### src/rtl/uart_pkg.sv
// Shared definitions for the UART receive path: frame width, line idle level, rx state encoding.
// Latency: n/a (package).
// Backpressure: n/a (package).
package uart_pkg;

  localparam int   DATA_W    = 8;
  localparam logic LINE_IDLE = 1'b1;

  typedef enum logic [2:0] {
    RX_WAIT_IDLE,
    RX_IDLE,
    RX_START,
    RX_DATA,
    RX_PARITY,
    RX_STOP
  } rx_state_t;

endpackage

### src/rtl/uart_rx_fifo.sv
// Synchronous show-ahead FIFO: head entry is visible on rd_dat whenever not empty.
// Latency: a write is visible on rd_dat the cycle after the push edge; pop advances the head next cycle.
// Backpressure: push while full is ignored unless a pop happens in the same cycle; pop while empty is ignored.
module uart_rx_fifo #(
  parameter int WIDTH = 8,
  parameter int DEPTH = 16
) (
  input  logic                     core_clk,
  input  logic                     arst_n,
  input  logic                     wr_vld,
  input  logic [WIDTH-1:0]         wr_dat,
  input  logic                     rd_rdy,
  output logic [WIDTH-1:0]         rd_dat,
  output logic [$clog2(DEPTH):0]   count,
  output logic                     full,
  output logic                     empty
);

  localparam int AW = $clog2(DEPTH);

  logic [WIDTH-1:0] mem [DEPTH];
  logic [AW-1:0]    wr_ptr;
  logic [AW-1:0]    rd_ptr;
  logic [AW:0]      count_q;
  logic             do_push;
  logic             do_pop;

  assign empty   = (count_q == '0);
  assign full    = (count_q == (AW+1)'(DEPTH));
  assign do_pop  = rd_rdy & ~empty;
  assign do_push = wr_vld & (~full | do_pop);
  assign count   = count_q;
  // Head is forced to zero when empty so a freshly reset FIFO presents 0x00.
  assign rd_dat  = empty ? '0 : mem[rd_ptr];

  // Storage array; contents are don't-care until written.
  always_ff @(posedge core_clk) begin
    if (do_push) mem[wr_ptr] <= wr_dat;
  end

  // Pointers and occupancy; pointers wrap naturally at their width.
  always_ff @(posedge core_clk or negedge arst_n) begin
    if (!arst_n) begin
      wr_ptr  <= '0;
      rd_ptr  <= '0;
      count_q <= '0;
    end else begin
      if (do_push) wr_ptr <= wr_ptr + 1'b1;
      if (do_pop)  rd_ptr <= rd_ptr + 1'b1;
      case ({do_push, do_pop})
        2'b10:   count_q <= count_q + 1'b1;
        2'b01:   count_q <= count_q - 1'b1;
        default: count_q <= count_q;
      endcase
    end
  end

endmodule

### src/rtl/uart_rx_buffered.sv
// Buffered 8-bit UART receiver (8N1, or 8E1 when UART_RX_PARITY_EN is defined) feeding a show-ahead FIFO.
// Latency: byte pushed on the stop-sample edge, visible on o_RX_Byte/o_RX_Valid the next cycle.
// Backpressure: i_RX_Ready stalls the FIFO; a good byte arriving while full is dropped with o_Overflow.
module uart_rx_buffered
  import uart_pkg::*;
#(
  parameter int CLKS_PER_BIT = 217,
  parameter int FIFO_DEPTH   = 16
) (
  input  logic                          CLK,
  input  logic                          i_Rst_L,
  input  logic                          RX,
  output logic [DATA_W-1:0]             o_RX_Byte,
  output logic                          o_RX_Valid,
  input  logic                          i_RX_Ready,
  output logic [$clog2(FIFO_DEPTH):0]   o_FIFO_Count,
  output logic                          o_Framing_Err,
  output logic                          o_Overflow,
  output logic                          o_Parity_Err
);

  localparam int              CNT_W    = $clog2(CLKS_PER_BIT);
  localparam logic [CNT_W-1:0] CNT_MID  = CNT_W'(CLKS_PER_BIT / 2);
  localparam logic [CNT_W-1:0] CNT_LAST = CNT_W'(CLKS_PER_BIT - 1);

  logic              rx_meta, rx_sync;
  rx_state_t         state_q, state_d;
  logic [CNT_W-1:0]  cnt_q, cnt_d;
  logic [2:0]        bit_q, bit_d;
  logic [DATA_W-1:0] shift_q, shift_d;
  logic              push;
  logic              frm_err_d, frm_err_q;
  logic              ovf_q;
  logic              frame_ok;
  logic              fifo_full, fifo_empty, pop;

`ifdef UART_RX_PARITY_EN
  logic par_bad_q, par_bad_d;
  logic par_err_q, par_err_d;
  assign frame_ok     = ~par_bad_q;
  assign o_Parity_Err = par_err_q;
`else
  assign frame_ok     = 1'b1;
  assign o_Parity_Err = 1'b0;
`endif

  // Two-flop synchronizer for the asynchronous serial line, idling high.
  always_ff @(posedge CLK or negedge i_Rst_L) begin
    if (!i_Rst_L) begin
      rx_meta <= LINE_IDLE;
      rx_sync <= LINE_IDLE;
    end else begin
      rx_meta <= RX;
      rx_sync <= rx_meta;
    end
  end

  // Frame FSM next-state, bit timing and push/error decisions.
  always_comb begin
    state_d   = state_q;
    cnt_d     = cnt_q + 1'b1;
    bit_d     = bit_q;
    shift_d   = shift_q;
    push      = 1'b0;
    frm_err_d = 1'b0;
`ifdef UART_RX_PARITY_EN
    par_bad_d = par_bad_q;
    par_err_d = 1'b0;
`endif
    case (state_q)
      RX_WAIT_IDLE: begin
        if (rx_sync == LINE_IDLE) state_d = RX_IDLE;
      end
      RX_IDLE: begin
        cnt_d = '0;
`ifdef UART_RX_PARITY_EN
        par_bad_d = 1'b0;
`endif
        if (rx_sync != LINE_IDLE) state_d = RX_START;
      end
      RX_START: begin
        if (cnt_q == CNT_MID) begin
          if (rx_sync == LINE_IDLE) begin
            state_d = RX_IDLE;
          end else begin
            state_d = RX_DATA;
            cnt_d   = '0;
            bit_d   = '0;
          end
        end
      end
      RX_DATA: begin
        if (cnt_q == CNT_LAST) begin
          cnt_d   = '0;
          shift_d = {rx_sync, shift_q[DATA_W-1:1]};
          bit_d   = bit_q + 3'd1;
`ifdef UART_RX_PARITY_EN
          if (bit_q == 3'd7) state_d = RX_PARITY;
`else
          if (bit_q == 3'd7) state_d = RX_STOP;
`endif
        end
      end
`ifdef UART_RX_PARITY_EN
      RX_PARITY: begin
        if (cnt_q == CNT_LAST) begin
          cnt_d   = '0;
          state_d = RX_STOP;
          if (rx_sync != ^shift_q) begin
            par_bad_d = 1'b1;
            par_err_d = 1'b1;
          end
        end
      end
`endif
      RX_STOP: begin
        if (cnt_q == CNT_LAST) begin
          if (rx_sync == LINE_IDLE) begin
            state_d = RX_IDLE;
            push    = frame_ok;
          end else begin
            // Only one error pulse per frame: a parity failure already reported wins.
            state_d   = RX_WAIT_IDLE;
            frm_err_d = frame_ok;
          end
        end
      end
      default: state_d = RX_WAIT_IDLE;
    endcase
  end

  // FSM state, bit timing and registered error/overflow pulses.
  always_ff @(posedge CLK or negedge i_Rst_L) begin
    if (!i_Rst_L) begin
      state_q   <= RX_WAIT_IDLE;
      cnt_q     <= '0;
      bit_q     <= '0;
      shift_q   <= '0;
      frm_err_q <= 1'b0;
      ovf_q     <= 1'b0;
`ifdef UART_RX_PARITY_EN
      par_bad_q <= 1'b0;
      par_err_q <= 1'b0;
`endif
    end else begin
      state_q   <= state_d;
      cnt_q     <= cnt_d;
      bit_q     <= bit_d;
      shift_q   <= shift_d;
      frm_err_q <= frm_err_d;
      ovf_q     <= push & fifo_full & ~pop;
`ifdef UART_RX_PARITY_EN
      par_bad_q <= par_bad_d;
      par_err_q <= par_err_d;
`endif
    end
  end

  assign pop           = o_RX_Valid & i_RX_Ready;
  assign o_RX_Valid    = ~fifo_empty;
  assign o_Framing_Err = frm_err_q;
  assign o_Overflow    = ovf_q;

  uart_rx_fifo #(
    .WIDTH (DATA_W),
    .DEPTH (FIFO_DEPTH)
  ) u_fifo (
    .core_clk (CLK),
    .arst_n   (i_Rst_L),
    .wr_vld   (push),
    .wr_dat   (shift_q),
    .rd_rdy   (i_RX_Ready),
    .rd_dat   (o_RX_Byte),
    .count    (o_FIFO_Count),
    .full     (fifo_full),
    .empty    (fifo_empty)
  );

endmodule

### config.mk
export PLATFORM = sky130hd
export DESIGN_NAME = uart_rx_buffered
export DESIGN_NICKNAME = d
export VERILOG_FILES = /design/src/rtl/uart_pkg.sv /design/src/rtl/uart_rx_fifo.sv /design/src/rtl/uart_rx_buffered.sv
export SDC_FILE = /design/constraint.sdc
export NUM_CORES = 1
export LEC_CHECK = 0
export CAP_MARGIN = 10
export CORE_MARGIN = 1.5
export CORE_UTILIZATION = 63
export CTS_BUF_LIST = sky130_fd_sc_hd__clkbuf_16
export DETAILED_ROUTE_END_ITERATION = 7
export DONT_BUFFER_PORTS = 1
export GPL_TIMING_DRIVEN = 0
export PLACE_DENSITY = 0.79
export SLEW_MARGIN = 10
export SYNTH_ARGS = -nofsm -noshare
export SYNTH_HDL_FRONTEND = slang
export SYNTH_SLANG_ARGS = --single-unit
### constraint.sdc
create_clock -name CLK -period 3.85 [get_ports CLK]
set_input_delay 0.77 -clock CLK [delete_from_list [all_inputs] [get_ports CLK]]
set_output_delay 0.77 -clock CLK [all_outputs]
set_load 0.01 [all_outputs]
Word level (Yosys, flattened, before mapping) --
Memories as Yosys holds them, arrays and structs flattened. Index checks and enable logic that the tools add are counted. Widths: inputs -> output; s select.
Storage, ports and cells: output and inout port bits 17, memories 1, RAM bits 128, register bits after elaboration 39, bits of input ports 4, word-level logic and storage cells 77
Cells by class: reduce and logical (&&, ||, !) cells 7, equal/unequal tests 17, bitwise gates (word level) 8, $add $sub $neg 6, mux-type cells 27
Memory list:
- u_fifo.mem | words 16, bits a word 8, rd ports 1, clocked after Yosys merged registers in 0, write ports 1, line uart_rx_fifo.sv:21 | logic [WIDTH-1:0] mem [DEPTH];
Operator list (number):
- $mux 8 | 4
- $mux 3 | 9
- $pmux 8 s3 | 1
- $pmux 3 s5 | 1
- $ne 2x2->1 const B | 7
- $pmux 5 s2 | 1
- $mux 1 | 9
- $add 4x1->4 const B | 2
- $add 8x1->8 const B | 1
- $eq 8x7->1 const B | 1
- $eq 8x8->1 const B | 1
- $eq 3x2->1 const B | 2
- $eq 3x3->1 const B | 2
- $pmux 3 s2 | 1
- $reduce_and 6->1 | 1
- $add 5x1->5 const B | 1
- $eq 5x5->1 const B | 1
- $logic_not 5->1 | 1
- $sub 5x1->5 const B | 1
- $and 1x1->1 | 4
- $reduce_and 4->1 | 1
- $reduce_bool 2->1 | 2
- $add 3x1->3 const B | 1
- $eq 3x1->1 const B | 1
- other kinds (7) | 9

Longest topological paths before layout --
word-level depth 7, depth in mapped cells 15, mapped depth without buffers 13

By module --
A second synthesis with hierarchy kept.
Second synthesis, totals: cell total of the unflattened synthesis 408, area, all modules 7096.8 um^2
Modules (own cells, without submodules):
- uart_rx_fifo | instances 1, seq. area each 4169.0 um^2, area an instance 5878.1 um^2, cells an instance 302
- uart_rx_buffered | instances 1, seq. area each 653.1 um^2, area an instance 1218.7 um^2, cells an instance 106

Worst setup path before layout --
OpenSTA, ideal clock, no wires.
kind input -> register, start point input i_RX_Ready, end point register u_fifo.count_q[4], in the netlist u_fifo.count[4], data required time 3.771 ns, arrival 3.009 ns, buffers on the path 1, setup time 0.079 ns, setup slack 0.761 ns, stages on the path 12, cell sequence nor2b_1 > a2111oi_4 > inv_2 > ha_1 > clkbuf_1 > xor2_1 > ha_1 > a21boi_0 > o221ai_1 > a21o_1 > a21oi_1 > xor2_1
On the way: word-level cells in the longest chain between the ends 5, elaborated cells on any way between the ends 7, classes of those cells eq/ne (2); mux (1); bitwise (3); reduce/logical (1)
RTL lines:
- start, declared | line uart_rx_buffered.sv:15 | input logic i_RX_Ready,
- $and 1x1->1 (*) | line uart_rx_fifo.sv:30 | assign do_pop = rd_rdy & ~empty;
- $or 1x1->1 | line uart_rx_fifo.sv:31 | assign do_push = wr_vld & (~full | do_pop);
- $and 1x1->1 | line uart_rx_fifo.sv:31
- $eq 2x1->1 or $eq 2x2->1 (tied branches) | line uart_rx_fifo.sv:50 | case ({do_push, do_pop})
- $pmux 5 s2 or $reduce_bool 2->1 (tied branches)
- end signal, assigned | line uart_rx_fifo.sv:51 | 2'b10: count_q <= count_q + 1'b1;
- end signal, assigned | line uart_rx_fifo.sv:52 | 2'b01: count_q <= count_q - 1'b1;
- end signal, assigned | line uart_rx_fifo.sv:53 | default: count_q <= count_q;
- end, declared | line uart_rx_fifo.sv:24 | logic [AW:0] count_q;
Mark *: on every way between the ends. The rest lies on a longest branch, timed or not. A chain may end at the register's enable or synchronous reset.

Final worst setup path --
start point register u_fifo.rd_ptr[1], end point output o_RX_Byte[1]
On the way: word-level cells in the longest chain between the ends 2
RTL lines:
- start, declared | line uart_rx_fifo.sv:23 | logic [AW-1:0] rd_ptr;
- start signal, assigned | line uart_rx_fifo.sv:49 | if (do_pop) rd_ptr <= rd_ptr + 1'b1;
- $mem_v2 16x8
- $mux 8 | line uart_rx_fifo.sv:34 | assign rd_dat = empty ? '0 : mem[rd_ptr];
- end, declared | line uart_rx_buffered.sv:13 | output logic [DATA_W-1:0] o_RX_Byte,
No other way between the ends.

==> out/metrics.cfg <==
[routing]
routedWlPerCell_um=23.75
firstDrtPassIters=5
drtIter0Drc=253
ant_nets=0
wirelength_mm=13.37
drc=0
via_count=3526
vias_per_cell=6.263

[setup_path]
max_stage_delay_ps=590
worstPathMaxFanout=10
path_class=flop to output pin
required_ps=3080
cpMostUsedCell=mux4_2
critPathLaunchType=flop
crit_slowest_cell=buf_1
critPathBufInv=2
path_cells=clkbuf_1, buf_1, mux4_2, mux4_2, nor2b_1
critPathArrivalTime_ps=2900
cp-end-kind=output pin
cp_top_family=buffers and inverters

[die]
io-pin-count=21
die_area_um2=11770
die_w_um=108.5
rows=38
coreArea_um2=10840
start_util=0.6466
die_h_um=108.5

[grt]
grt_antenna_before_repair=1
grt_max_degree=40
grt_usage=0.2584
grt_pass1_wl_mm=20.87
grt.overflow.total=0
grt_pass1_vias=3606

[clock_network]
cts_resized=0
cts.clk_slew.worst_paths_ps=60
post_cts_buffers=0
htreeDepth=4
numCtsBuffers=17
cts-root-buf=clkbuf_16
cts_tree=done
cts_buffer_depth=2
clk_latency_ps=420
clkSinkCount=167
hold_buffers=0

[timing]
maxSlewViolCount=0
setup_viol=0
setup_tns_ps=0
fin_crit_ps=3668
tightest_slew_ps=807.7
hold_slack_ps=35.87
period_share=0.9528
rsz0062_at_grt=false
fmaxAchievable_mhz=272.6
relSlewSlack=0.4596
finalHoldViolCount=0
final.setup_skew_ps=10.52

[job]
cap_violations=0

[logic_synthesis]
avgSynthCellArea_um2=18.11
synthCells=387
synth_most_common_cell=edfxtp_1
yosysTopAreaCell=edfxtp_1
synthTopCellsByCount=edfxtp_1, mux4_2, dfrtp_1
synth_seq_cells=167
synthesis.area_um2=7009
synth-main-ff-cell=edfxtp_1
syn-num-nets=404
synth_top_area_share=0.5484
synth-seq-area-share=0.6880
synth.distinct_cells=51
yosysWarnings=0
synth-edff-count=128
synthTopCellsByArea=edfxtp_1, dfrtp_1, mux4_2
synth_async_sr_flop_share=0.2335

[finish]
layout.nets=427
n_antenna_cell=0
syn_to_final_growth_pct=11.16
fillers=657
drive_gt1_frac=0.2695

[power_and_ir_drop]
p_int_uw=3327
power_density_nw_per_um2=594.2
p_clk_frac=0.327
vdd_ir_drop_max_mv=0.5355
seqPwrFrac=0.450
swShare=0.2813
power.leakage_uw=0.002927
p_switching_uw=1302
combPwrFrac=0.223

[outcome]
status=finished, final reports clean

[placed_design]
port_buffers=0
dp_hpwl_mm=8.249
gp_congestion=0.8555

[min_path]
hold_class=input pin to async pin

worst reg2reg max path: stages, from the launching register on:
cell	delay (ps)
dfrtp_1	410
buf_2	190
nor4_4	390
nor2b_1	170
buf_2	250
nor2b_1	80
clkbuf_1	180
ha_1	250
clkbuf_1	210
xor2_1	180
ha_1	200
a21boi_0	200
o221ai_1	170
a21o_1	200
a21oi_1	160
xor2_1	160
power groups by stage:
stage / logic (uW) / registers (uW) / clock network (uW)
floorplan: 850 / 2100 / 0
global placement: 1000 / 2120 / 0
detailed placement: 1030 / 2120 / 0
CTS: 1050 / 2080 / 1530
global route: 1140 / 2100 / 1590
finish: 1030 / 2080 / 1510
placed cells by master (no fill, tap or decap), types with 3 or more instances in the layout:
cell type,count
buf_6,3
inv_2,3
buf_1,3
inv_4,3
buf_2,6
nor4_2,4
mux2_2,11
nand4_1,4
clkinv_2,3
a21oi_1,3
dfrtp_1,37
clkinv_4,4
clkbuf_16,18
nor2_1,16
mux4_2,40
edfxtp_1,128
nor3_2,4
nor2b_1,14
nand3_1,4
and2_1,5
ha_1,13
o21ai_0,3
buf_4,5
clkbuf_1,9
a21o_1,3
xor2_1,10
inv_1,13
nand4b_1,3
nand3b_1,3
nand2_1,9
xnor2_1,8
stage by stage:
stage          cell area, um^2  total power [uW]    util  instances  setup slack [ps]
2_1_floorplan             7009              2955       -        387             761.5
3_3_place_gp              7184              3124  0.6627        527             315.8
3_5_place_dp              7237              3149  0.6676        531             374.5
4_1_cts                   7771              4664  0.7169        563             149.9
5_1_grt                   7791              4826  0.7187        563             47.40
6_report                  7791              4630  0.7187        563             181.7
final cells by class:
class                           count  area, um^2  area share
Buffer                             22       118.9     0.01526
Clock buffer                       18       450.4     0.05781
Tap cell                          140       175.2     0.02248
Multi-Input combinational cell    186        2068      0.2655
Clock inverter                     14       83.83     0.01076
Timing Repair Buffer                4       27.53    0.003533
Sequential cell                   167        4822      0.6189
Inverter                           12       45.04    0.005781
routing by layer:
metal	global-route usage	share of wire
met4	0.07801	0.017
met5	0	0.00097
met2	0.4362	0.53
met3	0.06209	0.057
met1	0.3365	0.39
flip-flops by register name, summed over array words and instances (netlist names):
| name | cells |
|---|---|
| rx_sync | 1 |
| o_Framing_Err | 1 |
| cnt_q | 8 |
| bit_q | 3 |
| o_Overflow | 1 |
| rx_meta | 1 |
| u_fifo.mem | 128 |
| u_fifo.count | 5 |
| state_q | 3 |
| u_fifo.wr_ptr | 4 |
| shift_q | 8 |
| u_fifo.rd_ptr | 4 |
final timing paths:
kind | from | endpoint | slack [ps] | cells past startpoint
setup / recovery | u_fifo.rd_ptr[1] | o_RX_Byte[1] | 180 | 5
min in group CLK | RX | rx_meta | 340 | 0
max in group asynchronous | i_Rst_L | rx_sync | 3640 | 0
setup reg to reg | u_fifo.count[2] | u_fifo.count[4] | 380 | 15
hold reg to reg | rx_meta | rx_sync | 360 | 0
hold / removal | i_Rst_L | cnt_q[2] | 40 | 0
logic make-up after synthesis:
logic type	after synthesis	synth area share
and+or+nand+nor	79	0.06854
adders and majority gates	13	0.02321
muxes	51	0.1462
xor gates and xnor gates	18	0.02249
DFF	167	0.6880
AOI/OAI and AO/OA	24	0.02767
other	1	0.0005350
buffers and inverters	34	0.02338
Note: power is estimated with default switching activity, not from simulation.
